==> src/rtl/conv_operand_feeder.sv <==
// conv_operand_feeder
// Transmit side of the accumulator-adder operand interface. Products from the
// multiplier array are buffered in a FIFO; on request one convolution window of
// WIN_LEN operands is issued back-to-back on IEEE_FORMAT/en, followed by a
// single-cycle win_done pulse for the controller.
module conv_operand_feeder #(
    parameter int unsigned DATA_W  = 32,
    parameter int unsigned DEPTH   = 16,
    parameter int unsigned WIN_LEN = 9
) (
    input  logic                      clk,
    input  logic                      rst,
    input  logic [DATA_W-1:0]         in_data,
    input  logic                      in_valid,
    output logic                      in_ready,
    input  logic                      start,
    output logic [DATA_W-1:0]         IEEE_FORMAT,
    output logic                      en,
    output logic                      win_done,
    output logic                      busy,
    output logic [$clog2(DEPTH):0]    count
);

    localparam int unsigned AW = (DEPTH > 1) ? $clog2(DEPTH) : 1;
    localparam int unsigned CW = $clog2(DEPTH) + 1;

    localparam logic [CW-1:0] FULL_CNT = CW'(DEPTH);
    localparam logic [CW-1:0] WIN_CNT  = CW'(WIN_LEN);
    localparam logic [CW-1:0] REM_INIT = CW'(WIN_LEN - 1);
    localparam logic [AW-1:0] PTR_LAST = AW'(DEPTH - 1);

    typedef enum logic [1:0] {
        S_IDLE,
        S_ARM,
        S_STREAM
    } state_t;

    // FIFO storage and bookkeeping
    logic [DATA_W-1:0] r_mem [DEPTH];
    logic [AW-1:0]     r_wr_ptr;
    logic [AW-1:0]     r_rd_ptr;
    logic [CW-1:0]     r_count;

    // Window sequencer state and registered outputs
    state_t            r_state;
    logic [CW-1:0]     r_rem;
    logic [DATA_W-1:0] r_data;
    logic              r_en;
    logic              r_done;

    // Combinational next values
    state_t            w_state_nxt;
    logic [CW-1:0]     w_rem_nxt;
    logic [DATA_W-1:0] w_data_nxt;
    logic              w_en_nxt;
    logic              w_done_nxt;
    logic              w_pop;
    logic              w_push;
    logic              w_not_full;
    logic [DATA_W-1:0] w_head;

    assign w_not_full = (r_count != FULL_CNT);
    assign w_push     = in_valid & w_not_full;
    assign w_head     = r_mem[r_rd_ptr];

    assign in_ready    = w_not_full;
    assign count       = r_count;
    assign busy        = (r_state != S_IDLE);
    assign IEEE_FORMAT = r_data;
    assign en          = r_en;
    assign win_done    = r_done;

    // FIFO data write; storage needs no reset because occupancy gates every read
    always_ff @(posedge clk) begin
        if (w_push) begin
            r_mem[r_wr_ptr] <= in_data;
        end
    end

    // FIFO pointers wrap modulo DEPTH; occupancy tracks push/pop on the same edge
    always_ff @(posedge clk or posedge rst) begin
        if (rst) begin
            r_wr_ptr <= '0;
            r_rd_ptr <= '0;
            r_count  <= '0;
        end else begin
            if (w_push) begin
                r_wr_ptr <= (r_wr_ptr == PTR_LAST) ? '0 : r_wr_ptr + AW'(1);
            end
            if (w_pop) begin
                r_rd_ptr <= (r_rd_ptr == PTR_LAST) ? '0 : r_rd_ptr + AW'(1);
            end
            case ({w_push, w_pop})
                2'b10:   r_count <= r_count + CW'(1);
                2'b01:   r_count <= r_count - CW'(1);
                default: r_count <= r_count;
            endcase
        end
    end

    // Sequencer state register and registered operand outputs
    always_ff @(posedge clk or posedge rst) begin
        if (rst) begin
            r_state <= S_IDLE;
            r_rem   <= '0;
            r_data  <= '0;
            r_en    <= 1'b0;
            r_done  <= 1'b0;
        end else begin
            r_state <= w_state_nxt;
            r_rem   <= w_rem_nxt;
            r_data  <= w_data_nxt;
            r_en    <= w_en_nxt;
            r_done  <= w_done_nxt;
        end
    end

    // Next-state and output decode: ARM holds until the whole window is buffered,
    // so the STREAM pops that follow can never underflow the FIFO
    always_comb begin
        w_state_nxt = r_state;
        w_rem_nxt   = r_rem;
        w_data_nxt  = r_data;
        w_en_nxt    = 1'b0;
        w_done_nxt  = 1'b0;
        w_pop       = 1'b0;
        case (r_state)
            S_IDLE: begin
                if (start) begin
                    w_state_nxt = S_ARM;
                end
            end
            S_ARM: begin
                if (r_count >= WIN_CNT) begin
                    w_pop       = 1'b1;
                    w_data_nxt  = w_head;
                    w_en_nxt    = 1'b1;
                    w_rem_nxt   = REM_INIT;
                    w_state_nxt = S_STREAM;
                end
            end
            S_STREAM: begin
                if (r_rem != '0) begin
                    w_pop      = 1'b1;
                    w_data_nxt = w_head;
                    w_en_nxt   = 1'b1;
                    w_rem_nxt  = r_rem - CW'(1);
                end else begin
                    w_data_nxt  = '0;
                    w_done_nxt  = 1'b1;
                    w_state_nxt = S_IDLE;
                end
            end
            default: begin
                w_state_nxt = S_IDLE;
            end
        endcase
    end

    // A pop must always find a buffered operand
    a_no_underflow: assert property (@(posedge clk) disable iff (rst) w_pop |-> (r_count != '0));

    // Occupancy never exceeds the FIFO size
    a_count_bound: assert property (@(posedge clk) disable iff (rst) r_count <= FULL_CNT);

endmodule

==> config.mk <==
export PLATFORM = sky130hd
export DESIGN_NAME = conv_operand_feeder
export DESIGN_NICKNAME = d
export VERILOG_FILES = /design/src/rtl/conv_operand_feeder.sv
export SDC_FILE = /design/constraint.sdc
export NUM_CORES = 1
export LEC_CHECK = 0
export ABC_CLOCK_PERIOD_IN_PS = 3600
export CAP_MARGIN = 20
export CORE_ASPECT_RATIO = 0.5
export CORE_MARGIN = 3
export CORE_UTILIZATION = 30
export CTS_CLUSTER_DIAMETER = 60
export DETAILED_ROUTE_END_ITERATION = 16
export DONT_BUFFER_PORTS = 1
export MAX_ROUTING_LAYER = met4
export PLACE_DENSITY = 0.51
export SYNTH_ARGS = -nofsm -noshare
export SYNTH_HDL_FRONTEND = slang
export SYNTH_SLANG_ARGS = --single-unit
export TNS_END_PERCENT = 20
==> constraint.sdc <==
create_clock -name clk -period 3.6 [get_ports clk]
set_clock_uncertainty 0.15 [all_clocks]
set_input_delay 0.54 -clock clk [delete_from_list [all_inputs] [get_ports clk]]
set_output_delay 0.54 -clock clk [all_outputs]
set_load 0.05 [all_outputs]
; Word level (Yosys, flattened, before mapping)
; Memory sizes are Yosys's and may differ from the RTL's.
; Cells that the tools add are included.
[op_classes]
n_addsub = 5
multipliers = 0
n_div = 0
order_cmp = 1
eq_ne = 11
n_shift = 0
muxes = 20
n_bitwise = 1
n_reduce_logical = 8
[op_table]
columns = op, count
row1 = $mux 32, 2
row2 = $pmux 32 s2, 1
row3 = $pmux 5 s2, 2
row4 = $mux 5, 2
row5 = $sub 5x1->5 const B, 2
row6 = $add 4x1->4 const B, 2
row7 = $eq 4x4->1 const B, 2
row8 = $mux 4, 2
row9 = $ne 2x2->1 const B, 4
row10 = $mux 1, 6
row11 = $mux 2, 3
row12 = $pmux 2 s3, 1
row13 = $reduce_and 3->1, 2
row14 = $reduce_bool 2->1, 3
row15 = $add 5x1->5 const B, 1
row16 = $ge 5x4->1 const B, 1
row17 = $ne 5x5->1 const B, 1
row18 = $reduce_bool 5->1, 1
row19 = $eq 2x1->1 const B, 2
row20 = $eq 2x2->1 const B, 2
row21 = $logic_not 2->1, 1
row22 = $pmux 1 s2, 1
row23 = $reduce_and 2->1, 1
row24 = $and 1x1->1, 1
[word_totals]
regBits = 54
latchBits = 0
ram_bits = 512
mem_bits_ro = 0
in_bits = 36
output_inout_bits = 41
n_memories = 1
[memory_table]
columns = name, depth, word_bits, rd, rd_clocked_by_memory_dff, wr, line
row1 = r_mem, 16, 32, 1, 0, 1, 39  ; logic [DATA_W-1:0] r_mem [DEPTH];

; Depth between registers and ports, before layout
[depth]
word_depth = 5
depth_mapped = 14

; Worst setup path before layout
; OpenSTA, ideal clock, no wires.
[synth_timing]
path_kind = flip-flop to flip-flop
startpoint = register r_count[1], in the netlist count[1]
endpoint = memory r_mem[3][0], enable pin
arrival_time_ns = 4.036
required_ns = 2.989
path_slack_ns = -1.047
stages_incl_launch_ff = 7
n_path_buf = 1
period_less_slack_ns = 4.647
cell_sequence = dfrtp_1 > nor3_1 > nand3b_1 > and2_1 > clkbuf_1 > nand2_1 > nor3_1
[synth_between]
elab_chain_cells = 4
[synth_rtl]
columns = element, line
row1 = start: declaration, 42  ; logic [CW-1:0] r_count;
row2 = start signal: assignment, 94  ; 2'b10: r_count <= r_count + CW'(1);
row3 = start signal: assignment, 95  ; 2'b01: r_count <= r_count - CW'(1);
row4 = start signal: assignment, 96  ; default: r_count <= r_count;
row5 = $ne 5x5->1, 62  ; assign w_not_full = (r_count != FULL_CNT);
row6 = named net in_ready, 15  ; output logic in_ready,
row7 = $and 1x1->1, 63  ; assign w_push = in_valid & w_not_full;
row8 = $mux 1, 75  ; if (w_push) begin
row9 = $mux 1 (implied by the code), 76  ; r_mem[r_wr_ptr] <= in_data;
row10 = end: declaration, 39
; The timed path passes the listed nets, and every way through them passes these cells.

; Worst setup path after layout
[layout_timing]
startpoint = register r_rem[0]
endpoint = register r_count[4], in the netlist count[4]
[layout_between]
elab_chain_cells = 5
elab_cells_between_ends = 7
classes_between = eq/ne (2) / mux (3) / reduce/logical (2)
[layout_rtl]
columns = element, line
row1 = start: declaration, 46  ; logic [CW-1:0] r_rem;
row2 = start signal: assignment, 111  ; r_rem <= w_rem_nxt;
row3 = $reduce_bool 5->1 *, 143  ; if (r_rem != '0) begin
row4 = $mux 1 *, 143
row5 = $pmux 1 s2 *, 127  ; case (r_state)
row6 = $eq 2x1->1 / $eq 2x2->1 (equally long branches), 93  ; case ({w_push, w_pop})
row7 = $pmux 5 s2 / $reduce_bool 2->1 (equally long branches), --
; Every way passes the cells marked *; elsewhere a longest branch is shown, timed or not.
; A chain may end at the register's enable or synchronous reset.

==> metrics <==
HP Class in2reg; Gate power share 28.6%; clock sink count between 500 and 600; largest net degree at the start of global routing 48; final worst setup slack 143.9 ps; Clock Path Buffers 3; H-Tree Level Count 2; critical-path maximum fanout 4; Port-buffer cells 0; drt via density 4.911; crit path cell chain inv_1, ha_1, or4b_4, a221o_1, and2_1, ha_2, ha_4, nor2b_1, o21ai_2, nand3_1, or3b_2, xnor2_1; Mean Syn Cell Area roughly 19 um^2; wire per inst approximately 24 um; Post-Synthesis Cells 1,150; CTS tree done; fin crit period 3456 ps; unrepaired setup endpoints after global routing no; Residual DRC 0; area of the mapped netlist between 20,000 and 25,000 um^2; Top Ports 77; crit path DAT 3780 ps; unique cell type count in the Yosys netlist 45; Finished Core Util a little over a third; Global Route Usage Sum 14.20%; crit path kind reg2reg; Synth Warn # 0; compound-gate portion of the synthesized area 4.071%; worst-skew pair later-pin latency about 600 ps; core footprint roughly 72,000 um^2; most common library cell in the layout ignoring fill and taps edfxtp_1; clock power share 26.6%; sequential area share after synthesis 76.02%; DP Wirelength 28,860 um; Slew Limit Headroom 47.31%; Multi-input gate area 5071 um^2; simple-gate share of the synthesized area 2.815%; Sw Pwr 7.113 mW; Final nets about 1,300; Synth Register Bits 566; first-pass GRT wire length 77,860 um; fin crit share 96.00%; crit path capture type flip-flop; Reg clk slew, reported paths around 70 ps; Power Density about 810 nW/um^2; mux cell area share after synthesis 14.17%; post-synth net total 1,203; Post-Synth Adder-Cell Area 1.001%; Power Internal 13.61 mW; Cell Rows 69; Sw Ratio around a third; routed via count between 10,000 and 15,000; initial antenna violation count 3; GPL Wtd Cong 0.7371; maximum vdd drop ~0.46 mV; Fillers 6,649; Iter 0 DRT Violations around 830; sequential power share 44.8%; crit start category flip-flop; Hold WS 222.5 ps; Worst Tran Pin Value 790.3 ps; post-synthesis xor/xnor area fraction 0.2388%; largest family of logic cells by synthesized area multiplexers; FF+latch area 16,740 um^2; internal reg-to-reg setup slack between 100 and 150 ps; TritonRoute pass-1 iters 5; WL final about 53,000 um; Max-Cap Viols 0; Area Overhead vs Synth 16.56%; Max stage delay on crit path 480 ps; Die Ht just under 200 um; Pwr Total 20.73 mW; status complete, no violations; number of global-route vias before repair 11,570; CP max-delay cell or4b_4; layout cells sized above 1 19.97%; final count of negative-setup-slack endpoints 0; Slew Limit Fails 0; total gr overflow 0; Initial Util 30.63%; Req. time, crit path between 3000 and 4000 ps; die width 389 um; DP Worst Slack -116.1 ps; Root Buffer clkbuf_16; most frequent cells in the layout edfxtp_1, mux2i_1, mux4_2; clock buffer count from CTS 51; fmax 289.3 MHz; Pleak 8.449 nW; Die Footprint 76,830 um^2; remaining antenna violation count after routing 0; Fin. Hold Viols 0
## cell usage after synthesis (all sizes together)
| master | n | area, um^2 |
|---|---|---|
| buf | 40 | 221.5 |
| xor2 | 2 | 17.52 |
| a21o | 2 | 15.01 |
| mux2i | 124 | 1241 |
| o22ai | 32 | 200.2 |
| or2 | 3 | 18.77 |
| mux2 | 18 | 210.2 |
| nor2 | 51 | 191.4 |
| a31oi | 1 | 6.260 |
| or3b | 1 | 8.760 |
| nand3 | 5 | 25.02 |
| a21oi | 7 | 35.03 |
| ha | 16 | 200.2 |
| o221ai | 5 | 43.79 |
| or4b | 1 | 10.01 |
| nor3b | 2 | 15.01 |
| inv | 13 | 48.80 |
| clkbuf | 27 | 101.4 |
| and3 | 1 | 6.260 |
| nor3 | 21 | 105.1 |
| o311a | 1 | 10.01 |
| a211oi | 15 | 125.1 |
| o21ai | 27 | 135.1 |
| xnor2 | 4 | 35.03 |
| o31ai | 20 | 150.1 |
| nor2b | 3 | 18.77 |
| nand2b | 6 | 37.54 |
| nand3b | 1 | 7.510 |
| nor4 | 4 | 25.02 |
| o31a | 1 | 8.760 |
| or3 | 1 | 6.260 |
| edfxtp | 512 | 15370 |
| a21boi | 1 | 7.510 |
| o41ai | 1 | 8.760 |
| nand2 | 35 | 131.4 |
| fa | 1 | 20.02 |
| a221o | 15 | 150.1 |
| mux4 | 74 | 1667 |
| and2 | 2 | 12.51 |
| dfrtp | 54 | 1351 |
## final timing paths
check | cells past startpoint | from | to
max reg2reg | 12 | r_rem[0]$_DFFE_PP0P_ | count[4]$_DFFE_PP0P_
min | 3 | in_valid | r_wr_ptr[3]$_DFFE_PP0P_
min reg2reg | 2 | r_rem[0]$_DFFE_PP0P_ | r_rem[0]$_DFFE_PP0P_
max in group asynchronous | 3 | rst | r_rd_ptr[0]$_DFFE_PP0P_
max | 12 | r_rem[0]$_DFFE_PP0P_ | count[4]$_DFFE_PP0P_
min in group asynchronous | 2 | rst | count[3]$_DFFE_PP0P_
## cells by family (layout without fill, tap and decap cells)
family / Yosys count / count (layout)
flip-flops: 566 / 566
multiplexers: 216 / 216
AND/OR/NAND/NOR: 137 / 137
AO/OA/AOI/OAI: 128 / 128
buffers and inverters: 80 / 192
adder cells (fa/ha/maj): 17 / 17
XOR/XNOR: 6 / 6
other: 0 / 3
## power groups by stage
stage / clock network, mW / registers, mW / logic, mW
after global routing: 5.93 / 9.38 / 6.41
after detailed placement: 0 / 9.46 / 5.89
after global placement: 0 / 9.42 / 5.76
after CTS: 5.67 / 9.32 / 6.01
final: 5.51 / 9.29 / 5.92
after floorplan: 0 / 9.09 / 4.22
## area by class of cell
class | instances | area share [%]
multi-input combinational | 504 | 19.77
sequential | 566 | 65.27
inverter | 13 | 0.1903
antenna | 3 | 0.02927
timing repair buffer | 84 | 3.464
clock inverter | 26 | 1.205
tap | 958 | 4.674
clock buffer | 69 | 5.401
## repair_timing
action,in CTS,in global routing
buffers inserted,0,0
setup endpoints to repair,1,1
hold buffers,33,0
hold endpoints to repair,537,0
gates cloned,0,0
resized for setup,2,5
## metal layers
layer	GRT usage (%)	routed length [um]	vias up
met2	23.83	26310	216
li1	-	-	4782
met5	-	0	-
met1	18.04	23320	5841
met3	2.347	2306	79
met4	3.649	1005	0
## registers in the layout, indices dropped and copies added (netlist names)
register	flops
IEEE_FORMAT	32
count	5
en	1
r_mem	512
r_rd_ptr	4
r_rem	5
r_state	2
r_wr_ptr	4
win_done	1
## per-stage QoR
stage | setup TNS, ps | cells | cell area [um^2]
2_1_floorplan | -65270 | 1150 | 22020
3_3_place_gp | 0 | 2092 | 23590
3_5_place_dp | -116.1 | 2092 | 23590
4_1_cts | 0 | 2220 | 25620
5_1_grt | 0 | 2223 | 25650
6_report | 0 | 2223 | 25650
## worst max-delay path: cells and delay by family (launching register included)
kind	cells	cell delay, ps
compound gates	2	420
xor+xnor	1	130
fa+ha+maj	3	720
buf+inv	1	110
flops	1	400
simple gates	5	1390
Note: power is estimated with default switching activity, not from simulation.
